==> src/rtl/duart_pkg.sv <==
// Shared constants for the DUART CPU bus sequencer: register-select map,
// sequencer states and the wait/recovery counter width.
package duart_pkg;

  localparam int CNT_W = 4;

  localparam logic [3:0] RS_MRA = 4'h0;
  localparam logic [3:0] RS_SRA = 4'h1;
  localparam logic [3:0] RS_CRA = 4'h2;
  localparam logic [3:0] RS_HRA = 4'h3;
  localparam logic [3:0] RS_MRB = 4'h8;
  localparam logic [3:0] RS_SRB = 4'h9;
  localparam logic [3:0] RS_CRB = 4'hA;
  localparam logic [3:0] RS_HRB = 4'hB;

  typedef enum logic [2:0] {
    IDLE    = 3'd0,
    STROBE  = 3'd1,
    WAIT    = 3'd2,
    ACK     = 3'd3,
    RECOVER = 3'd4
  } state_e;

  // One-hot strobe vector: [3:0] = channel A MR/SR/CR/HR, [7:4] = channel B.
  function automatic logic [7:0] rs_decode(input logic [3:0] a);
    logic [7:0] oh;
    oh = '0;
    unique case (a)
      RS_MRA:  oh = 8'h01;
      RS_SRA:  oh = 8'h02;
      RS_CRA:  oh = 8'h04;
      RS_HRA:  oh = 8'h08;
      RS_MRB:  oh = 8'h10;
      RS_SRB:  oh = 8'h20;
      RS_CRB:  oh = 8'h40;
      RS_HRB:  oh = 8'h80;
      default: oh = 8'h00;
    endcase
    return oh;
  endfunction

endpackage

==> src/rtl/duart_cs_sync.sv <==
// Two-flop synchronizer for one asynchronous level signal; both flops reset
// to RST_VAL so an inactive-high input never glitches active out of reset.
module duart_cs_sync #(
  parameter logic RST_VAL = 1'b1
) (
  input  logic clk,
  input  logic rst,
  input  logic d_i,
  output logic q_o
);

  logic meta_q;
  logic sync_q;

  always_ff @(posedge clk) begin
    if (rst) begin
      meta_q <= RST_VAL;
      sync_q <= RST_VAL;
    end else begin
      meta_q <= d_i;
      sync_q <= meta_q;
    end
  end

  assign q_o = sync_q;

endmodule

==> src/rtl/duart_bus_seq.sv <==
// 68000 bus-cycle sequencer for the two DUART channels: register strobes,
// read-data capture, DTACK timing and inter-access recovery gap.
//
// state   | meaning
// IDLE    | waiting for synchronized chip select; latches rs/rw/write data
// STROBE  | one-cycle registered strobe to the addressed channel register
// WAIT    | DTACK_DELAY wait states; read data captured on the last one
// ACK     | dtack_n low, data driven on reads, held until chip select drops
// RECOVER | RECOVERY_CYCLES idle cycles before a new access is accepted
module duart_bus_seq
  import duart_pkg::*;
#(
  parameter int DTACK_DELAY     = 2,
  parameter int RECOVERY_CYCLES = 3
) (
  input  logic       clk,
  input  logic       rst,
  input  logic       cs_n,
  input  logic       rw,
  input  logic [3:0] rs,
  input  logic [7:0] cpu_data_in,
  input  logic [7:0] cha_rdata,
  input  logic [7:0] chb_rdata,
  output logic       dtack_n,
  output logic [7:0] cpu_data_out,
  output logic       data_oe,
  output logic       reg_rw,
  output logic [7:0] reg_wdata,
  output logic       cha_mr_cs,
  output logic       cha_sr_cs,
  output logic       cha_cr_cs,
  output logic       cha_hr_cs,
  output logic       chb_mr_cs,
  output logic       chb_sr_cs,
  output logic       chb_cr_cs,
  output logic       chb_hr_cs,
  output logic       busy
);

  localparam logic [CNT_W-1:0] DLY_LOAD = CNT_W'(DTACK_DELAY);
  localparam logic [CNT_W-1:0] REC_LOAD = CNT_W'(RECOVERY_CYCLES);
  localparam logic [CNT_W-1:0] CNT_ONE  = CNT_W'(1);
  // A zero recovery count skips RECOVER entirely.
  localparam state_e EXIT_ST = (RECOVERY_CYCLES == 0) ? IDLE : RECOVER;

  logic cs_n_sync;
  logic cs_act;

  state_e           state_q, state_d;
  logic [CNT_W-1:0] cnt_q, cnt_d;
  logic [3:0]       rs_q, rs_d;
  logic             rw_q, rw_d;
  logic [7:0]       wdata_q, wdata_d;
  logic [7:0]       rdata_q, rdata_d;
  logic [7:0]       strobe_q, strobe_d;
  logic [7:0]       rd_mux;

  duart_cs_sync #(
    .RST_VAL (1'b1)
  ) u_cs_sync (
    .clk (clk),
    .rst (rst),
    .d_i (cs_n),
    .q_o (cs_n_sync)
  );

  assign cs_act = ~cs_n_sync;

  always_comb begin
    rd_mux = 8'h00;
    if (rs_decode(rs_q) != 8'h00) begin
      rd_mux = rs_q[3] ? chb_rdata : cha_rdata;
    end
  end

  always_comb begin
    state_d  = state_q;
    cnt_d    = cnt_q;
    rs_d     = rs_q;
    rw_d     = rw_q;
    wdata_d  = wdata_q;
    rdata_d  = rdata_q;
    strobe_d = 8'h00;
    unique case (state_q)
      IDLE: begin
        if (cs_act) begin
          rs_d     = rs;
          rw_d     = rw;
          wdata_d  = cpu_data_in;
          strobe_d = rs_decode(rs);
          state_d  = STROBE;
        end
      end
      STROBE: begin
        cnt_d   = DLY_LOAD;
        state_d = WAIT;
      end
      WAIT: begin
        // An abandoned cycle takes priority over the pending acknowledge.
        if (!cs_act) begin
          cnt_d   = REC_LOAD;
          state_d = EXIT_ST;
        end else if (cnt_q == CNT_ONE) begin
          if (rw_q) begin
            rdata_d = rd_mux;
          end
          state_d = ACK;
        end else begin
          cnt_d = cnt_q - CNT_ONE;
        end
      end
      ACK: begin
        if (!cs_act) begin
          cnt_d   = REC_LOAD;
          state_d = EXIT_ST;
        end
      end
      RECOVER: begin
        if (cnt_q <= CNT_ONE) begin
          state_d = IDLE;
        end else begin
          cnt_d = cnt_q - CNT_ONE;
        end
      end
      default: begin
        state_d = IDLE;
      end
    endcase
  end

  always_ff @(posedge clk) begin
    if (rst) begin
      state_q  <= IDLE;
      cnt_q    <= '0;
      rs_q     <= 4'h0;
      rw_q     <= 1'b1;
      wdata_q  <= 8'h00;
      rdata_q  <= 8'h00;
      strobe_q <= 8'h00;
    end else begin
      state_q  <= state_d;
      cnt_q    <= cnt_d;
      rs_q     <= rs_d;
      rw_q     <= rw_d;
      wdata_q  <= wdata_d;
      rdata_q  <= rdata_d;
      strobe_q <= strobe_d;
    end
  end

  assign dtack_n      = (state_q != ACK);
  assign data_oe      = (state_q == ACK) && rw_q;
  assign busy         = (state_q != IDLE);
  assign cpu_data_out = rdata_q;
  assign reg_rw       = rw_q;
  assign reg_wdata    = wdata_q;

  assign cha_mr_cs = strobe_q[0];
  assign cha_sr_cs = strobe_q[1];
  assign cha_cr_cs = strobe_q[2];
  assign cha_hr_cs = strobe_q[3];
  assign chb_mr_cs = strobe_q[4];
  assign chb_sr_cs = strobe_q[5];
  assign chb_cr_cs = strobe_q[6];
  assign chb_hr_cs = strobe_q[7];

endmodule
==> config.mk <==
export PLATFORM = sky130hd
export DESIGN_NAME = duart_bus_seq
export DESIGN_NICKNAME = d
export VERILOG_FILES = /design/src/rtl/duart_pkg.sv /design/src/rtl/duart_cs_sync.sv /design/src/rtl/duart_bus_seq.sv
export SDC_FILE = /design/constraint.sdc
export NUM_CORES = 1
export LEC_CHECK = 0
export BUFFER_PORTS_ARGS = -buffer_cell sky130_fd_sc_hd__clkbuf_2
export CAP_MARGIN = 30
export CORE_MARGIN = 4
export CORE_UTILIZATION = 50
export DETAILED_ROUTE_END_ITERATION = 8
export PLACE_DENSITY = 0.76
export SLEW_MARGIN = 25
export SYNTH_ARGS = -nofsm -noshare
export SYNTH_HDL_FRONTEND = slang
export SYNTH_SLANG_ARGS = --single-unit
==> constraint.sdc <==
create_clock -name clk -period 2.2 [get_ports clk]
set_input_delay 0 -clock clk [delete_from_list [all_inputs] [get_ports clk]]
set_output_delay 0 -clock clk [all_outputs]
set_load 0.02 [all_outputs]
Word-level counts from Yosys, hierarchy flattened:

Memories as Yosys holds them, arrays and structs flattened. A register that Yosys moved wholly into a read port is not among the register bits.
Cells that the tools add are included.

* register bits after elaboration: 30
* ROM bits: 256
* bits of input ports: 32
* output and inout port bits: 28
* word-level logic and storage cells: 51
* memories: 2

* add/subtract/negate cells: 1
* magnitude comparators: 1
* equality and inequality tests: 12
* multiplexer cells: 15
* bitwise gates (word level): 2
* reduce and logical (&&, ||, !) cells: 10

Memory list
* (no name shown): depth 16, width 8, rd ports 1, clocked after memory_dff 1, wr ports 0, RTL line duart_pkg.sv:28 `unique case (a)`
* (no name shown): depth 16, width 8, rd ports 1, clocked after memory_dff 1, wr ports 0, RTL line duart_pkg.sv:28

Operators with widths (number)
* 2-to-1 mux 4 bit: 6
* 2-to-1 mux 8 bit: 2
* case mux 4 bit (4 select lines): 1
* 2-to-1 mux 3 bit: 5
* case mux 3 bit (5 select lines): 1
* AND reduction 4 bit: 3
* inequality test 3 x 2 -> 1 bit, second input constant: 3
* nonzero test 8 bit: 1
* equality test 3 x 2 -> 1 bit, second input constant: 2
* inequality test 2 bit, second input constant: 3
* equality test 4 x 1 -> 1 bit, second input constant: 1
* <= comparator 4 x 1 -> 1 bit, second input constant: 1
* nonzero test 4 bit: 1
* subtractor 4 x 1 -> 4 bit, second input constant: 1
* equality test 3 x 1 -> 1 bit, second input constant: 1
* equality test 3 bit, second input constant: 1
* logical NOT 3 bit: 1
* nonzero test 3 bit: 1
* OR reduction 3 bit: 1
* inequality test 2 x 1 -> 1 bit, second input constant: 1
* inverter 1 bit: 2
* AND reduction 2 bit: 1
* logical AND 1 bit: 1

Logic depth before layout (Yosys ltp):

Gate-level depths: netlist (run 1).

* depth after elaboration: 4
* mapped depth: 7

Hierarchy:

Synthesis (run 1) repeated with hierarchy kept, for this count alone.

* cell total of the unflattened synthesis: 201
* area total of the unflattened synthesis: 1846.8 µm²

Modules (own cells, without submodules)
* duart_bus_seq: instances 1, cells each 197, area each 1794.2 µm², seq. area each 880.8 µm²
* duart_cs_sync: instances 1, cells each 4, area each 52.6 µm², seq. area each 40.0 µm²

Worst setup path before layout (run 1):

No wires, ideal clock.

* path type: flip-flop to flip-flop
* from: reg cnt_q[0]
* to: reg cnt_q[2]
* library setup time: 116 ps
* arrival time: 1639 ps
* setup slack: 445 ps
* stages on the path, launching flop included: 7
* cell sequence: dfxtp_1 inv_1 ha_1 nor2_1 o31ai_1 a2111oi_0 a31o_2

* word-level cells in the longest chain between the ends: 4

Ends and longest elaborated chain
* start, declared: RTL line duart_bus_seq.sv:50 `logic [CNT_W-1:0] cnt_q, cnt_d;`
* start signal, assigned: RTL line duart_bus_seq.sv:142 `cnt_q <= cnt_d;`
* subtractor 4 x 1 -> 4 bit: RTL line duart_bus_seq.sv:109, duart_bus_seq.sv:122
* 2-to-1 mux 4 bit: RTL line duart_bus_seq.sv:103 `end else if (cnt_q == CNT_ONE) begin`
* 2-to-1 mux 4 bit: RTL line duart_bus_seq.sv:100 `if (!cs_act) begin`
* case mux 4 bit (4 select lines): RTL line duart_bus_seq.sv:84 `unique case (state_q)`

Several ways; a longest one is shown, not always the timed one. The select of a mux whose other input is x is not followed.
A chain may end at the register's enable or synchronous reset.

==> summary by stage, run 1 <==
Global route
The global-route total usage across every layer is 19.43%. The first global-routing pass estimated 7.859 mm of wire. The number of global-route vias before repair was 1734. Entering global routing, the biggest net connects 25 pins. The number of antenna violations at the first check in global routing was 0. The total congestion overflow is 0.

Placement
The congestion estimate from routability-driven global placement came to 0.9040. The count of input and output buffers is 59. The cell count after placement is 318.

Prior to clock tree synthesis, the placed netlist has a worst setup slack of 201.6 ps. The area after detailed placement is 0.002265 mm². The HPWL after detailed placement is 3.237 mm.

Clocking
The total number of clock tree sinks is 46. The clock transition time at the flip-flop clock pins of the worst setup and hold paths is 80 ps. The buffer count from post-CTS setup fixing is 0. The root buffer cell is clkbuf_8. For the worst-skew pair, the clock arrives at the later sink with an insertion delay of 290 ps. The clock passes through at most 2 buffers. The number of resized instances in the post-cts repair step is 0. The number of buffers inserted for hold repair after clock tree synthesis is 12. CTS built an H-tree with a depth of 2. The clock buffer count from CTS is 5. TritonCTS built the clock tree.

Floorplanning
The effective utilization at floorplan is 52.39%. The floorplan die area is 0.004956 mm². The die height is 70.40 µm. Measured along the x axis, the die boundary spans 70.40 µm. The number of placed I/O pins is 60. The region available for standard cell placement spans 0.003716 mm².

The number of core rows is 22.

Cells and area
The final net count is 323. The antenna diode instance count is 0. The design area is 0.002481 mm². The fraction of final layout cells sized beyond drive strength 1 is 31.03%. The count of cells in the finished layout, fillers not included, comes to 338.

The area growth from synthesis to layout is 27.44%. Measured on the finished design, the core utilization comes to 66.77%.

STA
Final hold analysis gives a worst-case slack of 17.88 ps. Headroom to the max-slew limit came out at 60.05%. Setup violations remaining at the end of the flow were counted as 0.

The worst path uses 88.54% of the clock period. The final number of max-transition violations is 0. The total count of hold-check failures in the final report is 0.

For the finished layout, the period the worst path requires is 1948 ps. Setup repair after global routing left no endpoint under its margin. The post-route clock skew is 2.025 ps. The transition time at the pin with the least slew margin is 595.7 ps.

Across all setup checks in the final design, the least slack found is 252.2 ps. The final total negative setup slack is 0 ps. The top achievable clock speed is 513.4 MHz.

Route
The sum of routed wire length over all layers is 4.525 mm. After detailed routing, the average wire length per cell comes to 13.39 µm. The highest signal layer in the routed design is met4.

The number of remaining DRC errors is 0. The count of routing violations after the opening detailed-route iteration is 125. The detailed route wirelength on metal3 is 262 µm. The vias per cell is 5.305. The number of search-and-repair iterations in the first detailed-routing pass is 4.

The met2 wirelength from detailed routing is 2.246 mm. The total number of vias is 1793. The remaining antenna violation count after routing is 0. The wire length the detailed router placed on met1 is 1.921 mm.

Flow run
The max-capacitance violation count is 0.

Pwr
For this design the ratio of total power to cell area is 629.5 mW/mm². The worst-case IR drop observed on VDD is 0.4783 mV. The total power is 1.562 mW. For this design the static power due to leakage is 1.015 nW.

Synth
The Yosys step of the flow raised 0 warnings. Synthesis produced 220 cells. The total standard cell area after synthesis is 0.001947 mm².

In this run, synthesis inferred 0 flip-flops with an integrated enable. The share of the yosys chip area belonging to registers is 47.30%. The share of flip-flops with an asynchronous set or reset after synthesis is 0%. The distinct cell type count of the synthesized netlist is 44.

The average footprint of a synthesized cell is 8.849 µm². The total nets after synthesis is 254. The register bit count reported by yosys is 46.

Among all flip-flop cells after synthesis, the most frequent one is dfxtp_1.

Worst setup path
The data required time at the worst endpoint is 2400 ps. The peak fanout along the critical path is 12. The setup path with the least slack is of type reg -> reg. The kind of capture point of the worst setup path is a flip-flop. The data arrival time of the worst path is 2150 ps. The startpoint type of the worst setup path is a flip-flop.

Status
The run finished with clean final reports.

Hold path
The worst hold path belongs to the class in -> reg.
-- where the power goes --
group	switching [mW]	total, mW	leakage (nW)	internal, mW
Sequential	0.0179	0.869	0.373	0.851
Clock	0.261	0.514	0.0482	0.253
Combinational	0.0947	0.178	0.594	0.0838
-- kinds of logic (layout without fill, tap and decap cells) --
family	after synthesis	after routing	synth area share, %
AOI/OAI and AO/OA	44	44	14.46
and+or+nand+nor	101	101	27.38
buffers and inverters	18	88	4.435
adders and majority gates	2	2	1.285
muxes	9	9	5.142
DFF	46	46	47.30
-- cells in the mapped netlist (2+ instances only) --
master	count	area (µm²)
inv_1	5	18.77
a31o_2	2	17.52
nor4_1	3	18.77
nand3_1	14	70.07
dfxtp_1	46	920.9
buf_1	2	7.510
or3_1	2	12.51
nor2_1	12	45.04
nand2b_1	4	25.02
or2_2	2	12.51
a21oi_1	24	120.1
nor3_2	2	20.02
mux2_2	8	90.09
o21ai_0	3	15.01
nand2_1	38	142.6
nand3b_1	4	30.03
nor3_1	10	50.05
a2111oi_0	2	17.52
ha_1	2	25.02
a21o_1	2	15.01
clkbuf_1	3	11.26
buf_2	6	30.03
and3_1	2	12.51
o2bb2ai_1	2	17.52
-- per-layer routing --
metal | global-route usage, % | up-vias
li1 | - | 909
met1 | 23.32 | 822
met2 | 33.06 | 53
met3 | 4.317 | 9
met4 | 8.298 | 0
met5 | 0 | -
-- cells in the final DEF (no fill, tap or decap), types with 2 or more instances in the layout --
cell type | Yosys | routed
a2111oi_0 | 2 | 2
a21o_1 | 2 | 2
a21oi_1 | 24 | 24
a31o_2 | 2 | 2
and3_1 | 2 | 2
buf_4 | 1 | 4
clkbuf_2 | 0 | 59
clkbuf_8 | 0 | 6
dfxtp_1 | 46 | 46
dlygate4sd3_1 | 0 | 12
ha_1 | 2 | 2
inv_1 | 5 | 5
mux2_2 | 8 | 8
nand2_1 | 38 | 38
nand2b_1 | 4 | 4
nand3_1 | 14 | 14
nand3b_1 | 4 | 4
nor2_1 | 12 | 12
nor3_1 | 10 | 10
nor3_2 | 2 | 2
nor4_1 | 3 | 3
o21ai_0 | 3 | 3
o2bb2ai_1 | 2 | 2
or2_2 | 2 | 2
or3_1 | 2 | 2
-- area by class of cell --
class	instances	area [µm²]
clock inverters	1	5.005
fillers	322	1235
clock buffers	7	86.33
repair buffers	75	445.4
flip-flops and latches	46	920.9
inverters	5	18.77
multi-input cells	156	944.7
well taps	48	60.06
-- worst max-delay path: stages, from the launching register on --
cell      delay, ps
dfxtp_1         440
or4_1           770
nor3_1          250
nor3_2          120
a211oi_1        270
-- path summary, 6_finish.rpt --
kind	start	to	slack (ps)	cells after the start
setup / recovery	state_q[1]	flip-flop	250	4
hold reg to reg	u_cs_sync.meta_q	u_cs_sync.q_o	410	1
hold / removal	rs[3]	rs_q[3]	20	3
setup reg to reg	state_q[1]	flip-flop	250	4
No activity file was read; power rests on OpenSTA's default activity.
==> run 2, diff against run 1 <==
- ABC_AREA: not set -> 1
- CORE_UTILIZATION: 50 -> 51
- PLACE_DENSITY: 0.76 -> 0.79
==> run 2 against run 1 <==
Against the previous run: global-route usage fell by 0.074 points; via count grew 5.1%; sequential power increased by 13%; register-to-register slack improved by 420 ps; wire length down 2.4%; total power is 54% higher.
==> summary by stage, run 2 <==
Cells and area
The fraction of final layout cells sized beyond drive strength 1 was 32.42% (+1.4 points). The area growth from synthesis to layout is 27.18%. The count of filler cells inserted in the layout is 318 (-1.2%). The filler-free cell count of the finished design is 375 (+11%).

The design area is 0.002576 mm² (+3.8%). The antenna diode instance count is 0 (unchanged). The final net count is 361 (+12%). The most common cell after layout, fill and taps aside is clkbuf_2.

The share of the core filled with cells is 68.82% (+2.0 points). In the layout the commonest cells are 59 x clkbuf_2, 53 x nand2_1, 46 x dfxtp_1.

STA
The final setup violation count is 0 (unchanged). The top achievable clock speed is 653.6 MHz (+27%). The ratio of final minimum period to clock period is 69.55% (-19 points). The setup slack after layout is 669.9 ps (+417.7 ps).

The post-layout minimum cycle time is 1530 ps (-417.7 ps). The final total negative setup slack is 0 ps (unchanged). The post-route clock skew was 5.374 ps (+3.349 ps).

The transition time at the pin with the least slew margin is 527.5 ps (-68.23 ps). The total count of hold-check failures in the final report is 0 (unchanged). The worst slew margin relative to its limit is 64.83% (+4.8 points). Setup repair after global routing left no endpoint under its margin. The final number of max-transition violations is 0 (unchanged).

Pwr
The proportion of power drawn by the clock network is 25.8% (-7.1 points). The combinational share of power is 33.6% (+22 points). The net switching power figure is 0.8475 mW (+130%). The internal power summed over all cells came to 1.560 mW (+31%). The switching share of power is 35.21% (+11 points). The power density of the placed cells is 934.4 mW/mm² (+48%). The largest vdd supply drop came to 0.5816 mV (+22%).

The portion of total power attributed to sequential cells is 40.6% (-15 points). The leakage component of the power is 1.191 nW (+17%).

Worst setup path
The total stage count of the critical path is 9 (+5). The kind of cell with the highest combined delay along the critical path is flip-flops. The peak per-stage delay on the critical path was 370 ps (-400 ps). In this run the worst setup path begins at cnt_q[0]. The critical path's most frequent cell is nand2_1. The start-to-end type of the worst setup path is reg -> reg.

STA classifies the critical path startpoint as a flip-flop. The slack of the worst reg-to-reg path is 670 ps (+420 ps). The number of cell instances on the worst register-to-register path is 9 (+5). The launch instance of the worst register-to-register path is cnt_q[0]. The peak fanout along the critical path is 4 (-8). The capturing instance or port of the critical path is cnt_q[2]. The buffering stage count on the worst path with inverters included came to 2 (+2). The capture point of the worst reg-to-reg path is cnt_q[2].

The worst setup path is captured at a flip-flop. The signal on the critical path passes through inv_1 -> ha_1 -> nand2_1 -> inv_1 -> nor2_1 -> nand2_1 -> o21ai_0 -> nand2_1 -> a21oi_2. The master of the slowest instance on the critical path is dfxtp_1. The data required time at the worst endpoint is 2420 ps (+20 ps).

The data arrival time of the worst path came to 1750 ps (-400 ps).

Route
The average wire per standard cell is 11.78 µm (-12%). The vias per cell is 5.024 (-5.3%). The total number of vias came to 1884 (+5.1%). The count of routing violations after the opening detailed-route iteration is 70 (-44%).

The number of search-and-repair iterations in the first detailed-routing pass was 5 (+1). The sum of routed wire length over all layers is 4.417 mm (-2.4%). The remaining antenna violation count after routing is 0 (unchanged). The number of remaining DRC errors is 0 (unchanged).

Synth
The average footprint of a synthesized cell came to 7.944 µm² (-10%). The most common cell in the synthesized netlist is nand2_1. The largest total area in the synthesized netlist belongs to dfxtp_1. The share of the yosys chip area belonging to registers is 45.46% (-1.8 points). The share of flip-flops with an asynchronous set or reset after synthesis is 0% (unchanged). The number of synthesized flops with an enable pin is 0 (unchanged). The total of warnings raised by yosys is 0 (unchanged). The share of Yosys cell area claimed by the top area cell type was 45.46% (-1.8 points). The total standard cell area after synthesis was 0.002026 mm² (+4.0%). By count the netlist is led by 53 x nand2_1, 46 x dfxtp_1, 35 x nor2_1, 22 x nand3_1, 21 x inv_1.

The main flop type after synthesis is dfxtp_1. The number of cells produced by synthesis came to 255 (+16%). The total nets after synthesis is 289 (+14%). The register bit count reported by yosys is 46 (unchanged).

By area the synthesized netlist is led by dfxtp_1 45%, nand2_1 9.8%, nor2_1 6.5%, nand3_1 5.4%, a21oi_1 4.7%. The distinct cell type count of the synthesized netlist is 31 (-30%).

Clocking
The buffer count from post-CTS setup fixing is 0 (unchanged). The total number of H-tree levels is 2 (unchanged). The root buffer cell is clkbuf_8. The clock buffer count from CTS is 5 (unchanged). The TritonCTS clock tree is built. The clock transition time at the flip-flop clock pins of the worst setup and hold paths is 80 ps (about the same).

The maximum root-to-sink buffer count is 2 (unchanged). The total number of clock tree sinks is 46 (unchanged). The clock latency on the worst-skew pair is 290 ps (about the same).

Floorplanning
The area inside the core boundary is 0.003744 mm² (+0.74%). The effective utilization at floorplan is 54.11% (+1.7 points). The number of placed I/O pins came to 60 (unchanged).

The die height is 71.03 µm (+0.89%). The number of core rows is 22 (unchanged). The floorplan die area is 0.005045 mm² (+1.8%). The die outline width is 71.03 µm (+0.89%).

Global route
The pin count of the biggest net entering global routing is 25 (unchanged). The global-route wire length before repair is 7.976 mm (+1.5%). The number of global-route vias before repair is 1830 (+5.5%). The number of antenna violations at the first check in global routing is 0 (unchanged). The total congestion overflow was 0 (unchanged).

The global-route total usage across every layer came to 19.36% (-0.074 points).

Placement
The area after detailed placement is 0.002354 mm² (+3.9%). The cell count after placement is 357 (+12%). The count of input and output buffers is 59 (unchanged). The routability-driven placement congestion ratio is 0.8330 (-7.9%). The half-perimeter wire length after placement is 3.174 mm (-1.9%).

The placement-stage worst setup slack is 717.6 ps (+516.0 ps).

Status
The flow ran to the end, and the final reports show no timing, DRC or antenna violations.

Hold path
The worst min-delay path class is in -> reg.

Flow run
The max-capacitance violation count is 0 (unchanged).
run 2: logic make-up after synthesis:
logic type,Yosys count,share of synthesized area [%]
AND/OR/NAND/NOR,137,33.48
buffers and inverters,33,6.794
AO/OA/AOI/OAI,29,8.586
adder cells (fa/ha/maj),2,1.235
multiplexers,8,4.447
flip-flops,46,45.46
run 2: metrics by stage:
stage	total power [mW]	hold WS, ps
after floorplan	1.601	103.8
after global placement	1.759	196.3
after detailed placement	1.773	189.2
after CTS	2.416	15.01
after global routing	2.572	39.81
final	2.407	23.45
run 2: tightest hold or removal path, cell delays in order:
cell,delay (ps)
clkbuf_2,120
nand3_1,110
nor2_1,50
run 2: metal layers:
metal	track usage [%]	part of all wire, %	vias to the layer above
li1	-	-	963
met1	24.28	41	844
met2	31.93	48	70
met3	5.398	9.1	7
met4	6.681	1.4	0
met5	0	0	-
run 2: cell type report:
type	instances	area, µm²	area share [%]
Sequential cell	46	920.9	35.75
Timing Repair Buffer	70	405.4	15.74
Tap cell	48	60.06	2.331
Clock inverter	1	30.03	1.166
Clock buffer	6	82.58	3.205
Inverter	28	110.1	4.274
Multi-Input combinational cell	176	967.2	37.54
run 2: power groups by stage:
stage                     combinational [mW]  sequential, mW  clock, mW
after floorplan                        0.603           0.998          0
after global placement                 0.766           0.993          0
after detailed placement               0.777           0.996          0
after CTS                              0.805           0.978      0.633
after global routing                   0.916           0.988      0.668
final                                  0.809           0.978      0.620
run 2: how the worst min path moves through the flow:
stage	start	to	slack (ps)	cells after the start
6_report	rs[0]	strobe_q[7]	20	3
5_1_grt	rs[1]	strobe_q[6]	40	3
4_1_cts	rs[1]	strobe_q[6]	20	3
3_5_place_dp	cs_n	u_cs_sync.meta_q	190	2
3_3_place_gp	cs_n	u_cs_sync.meta_q	200	2
2_1_floorplan	cs_n	u_cs_sync.meta_q	100	1
run 2: repair_timing:
item,4_1_cts,5_1_grt
endpoints found under the hold margin,11,0
hold buffers,11,0
resized for setup,0,0
==> run 3, diff against run 2 <==
- ABC_AREA: 1 -> 0
- CORE_UTILIZATION: 51 -> 45
- PLACE_DENSITY: 0.79 -> 0.74
- clock period: 2.2 -> 1.4 ns (I/O delays scaled with it)
==> run 3 against run 2 <==
Against the previous run: the run now ends with negative setup slack left; clock power grew 59%; sequential cell count is the same; first-iteration DRC count grew 89%; fmax shrank 4.5%; sequential share of layout area shrank 6.1 points.
==> summary by stage, run 3 (synthesized netlist as in run 1, its figures left out) <==
Status
The flow ran to the end, but the final reports show violations. The checks that failed: negative setup slack.

STA
The worst slew margin relative to its limit is 70.08% (+5.2 points). The final setup violation count is 39 (+39). The setup slack after layout is -202.7 ps (-872.6 ps).

The tightest hold margin is 36.34 ps (+12.89 ps). The transition time at the pin with the least slew margin is 448.8 ps (-78.70 ps). The top achievable clock speed was 624.0 MHz (-4.5%).

The total count of hold-check failures in the final report is 0 (unchanged). The post-layout minimum cycle time is 1603 ps (+72.61 ps). The post-route clock skew is 10.95 ps (+5.577 ps). The ratio of final minimum period to clock period is 114.5% (+45 points). The final number of max-transition violations is 0 (unchanged).

Setup repair after global routing could not meet its margin everywhere.

Floorplanning
The area inside the core boundary came to 0.004086 mm² (+9.2%). The number of placed I/O pins is 60 (unchanged). The die outline width is 73.78 µm (+3.9%). The die height was 73.78 µm (+3.9%).

The number of core rows is 23 (+4.5%). The effective utilization at floorplan is 47.64% (-6.5 points). The floorplan die area is 0.005443 mm² (+7.9%).

Route
The remaining antenna violation count after routing was 0 (unchanged). The sum of routed wire length over all layers is 6.296 mm (+43%). The met2 wirelength from detailed routing is 3.118 mm (+46%).

The count of routing violations after the opening detailed-route iteration is 132 (+89%). The number of remaining DRC errors is 0 (unchanged). The number of search-and-repair iterations in the first detailed-routing pass is 5 (unchanged). The detailed route wirelength on metal3 was 380 µm (-5.9%). The wire length the detailed router placed on met1 is 2.604 mm (+43%). The detailed router used layers up to and including met4. The average wire per standard cell is 16.61 µm (+41%).

The vias per cell is 5.578 (+11%). The total number of vias was 2114 (+12%).

Cells and area
The design area is 0.003158 mm² (+23%). In the layout the commonest cells are 58 x clkbuf_2, 40 x dfxtp_1, 29 x buf_4. The area growth from synthesis to layout is 62.21%. The final net count is 362 (+0.28%). The fraction of final layout cells sized beyond drive strength 1 came to 55.62% (+23 points).

The most common cell after layout, fill and taps aside is clkbuf_2. The antenna diode instance count is 0 (unchanged).

Worst setup path
The critical path starts at state_q[0]. The data required time at the worst endpoint came to 1610 ps (-810 ps). The launch instance of the worst register-to-register path is state_q[0]. The worst setup path is launched from a flip-flop.

The peak fanout along the critical path is 6 (+2). STA classifies the critical path endpoint as a flip-flop. The data arrival time of the worst path was 1810 ps (+60 ps). The start-to-end type of the worst setup path is reg -> reg.

Global route
The pin count of the biggest net entering global routing is 17 (-32%). The number of global-route vias before repair came to 2133 (+17%). The global-route total usage across every layer is 23.18% (+3.8 points). The global-route wire length before repair was 9.742 mm (+22%). The total congestion overflow was 0 (unchanged). The number of antenna violations at the first check in global routing is 0 (unchanged).

Clocking
The clock buffer count from CTS came to 5 (unchanged). The total number of clock tree sinks came to 46 (unchanged). The maximum root-to-sink buffer count is 2 (unchanged). The clock transition time at the flip-flop clock pins of the worst setup and hold paths is 90 ps (about the same). TritonCTS built the clock tree. Clock tree synthesis selected as its root buffer the cell clkbuf_8. The clock latency on the worst-skew pair is 310 ps (+20 ps). The total number of H-tree levels was 2 (unchanged).

Pwr
The portion of total power attributed to sequential cells is 49.0% (+8.4 points). The power density of the placed cells is 880.6 mW/mm² (-5.8%). The leakage component of the power was 1.292 nW (+8.5%). The largest vdd supply drop is 0.7103 mV (+22%). The proportion of power drawn by the clock network is 35.5% (+9.7 points).

The switching share of power is 25.15% (-10 points). The combinational share of power came to 15.5% (-18 points). The internal power summed over all cells is 2.082 mW (+33%). The net switching power figure is 0.6995 mW (-17%).

Placement
The area after detailed placement is 0.002495 mm² (+6.0%). The routability-driven placement congestion ratio is 0.8129 (-2.4%). The half-perimeter wire length after placement is 3.601 mm (+13%). The count of input and output buffers came to 59 (unchanged). The placement-stage worst setup slack is -226.6 ps (-944.2 ps).

Hold path
The startpoint identified for the worst hold timing path is rs[1]. The worst min-delay path class is in -> reg.

Flow run
The max-capacitance violation count is 0 (unchanged).
==> run 3: worst paths after layout <==
check,to,slack (ps),depth (start not counted)
max,cnt_q[3],-200,5
min,strobe_q[6],40,3
max reg2reg,cnt_q[3],-200,5
min reg2reg,u_cs_sync.q_o,420,1
==> run 3: metal layers <==
layer	up-vias	GRT usage, %
li1	990	-
met1	1025	27.15
met2	77	40.35
met3	22	5.335
met4	0	9.457
met5	-	0
==> run 3: critical path: stages (launching register included) <==
cell and delay [ps]:
dfxtp_2 350, buf_6 130, or3b_4 360, o22a_2 270
o2bb2ai_1 150, a31o_2 240
==> run 3: area by class of cell <==
| type | count | area [µm²] |
|---|---|---|
| timing repair buffer | 114 | 823.3 |
| multi-input combinational | 156 | 1202 |
| inverter | 5 | 23.77 |
| clock buffer | 6 | 72.57 |
| fill | 260 | 928.4 |
| clock inverter | 2 | 37.54 |
| sequential | 46 | 935.9 |
| tap | 50 | 62.56 |
==> run 3: power by group through the flow <==
stage                     Clock, mW  Sequential, mW  Combinational [mW]
after detailed placement          0            1.39               0.304
after floorplan                   0            1.40               0.166
after CTS                     0.986            1.36               0.392
after global placement            0            1.39               0.300
after global routing           1.06            1.37               0.462
final                         0.988            1.36               0.432
==> run 3: timing repair <==
item | in CTS | in global routing
hold buffers | 11 | 0
cloned | 1 | 0
pin swaps | 20 | 14
endpoints found under the setup margin | 38 | 39
setup buffers | 10 | 5
gates resized for setup | 53 | 32
hold endpoints to repair | 14 | 0
==> run 3: through the flow <==
step	power, mW	utilization [%]	instances	setup TNS [ps]
floorplan	1.561	-	220	-988.3
detailed placement	1.691	61.05	345	-4419
CTS	2.738	73.36	374	-2152
finish	2.781	77.28	379	-4081
global placement	1.686	61.05	345	-3833
global route	2.885	77.28	379	-6396
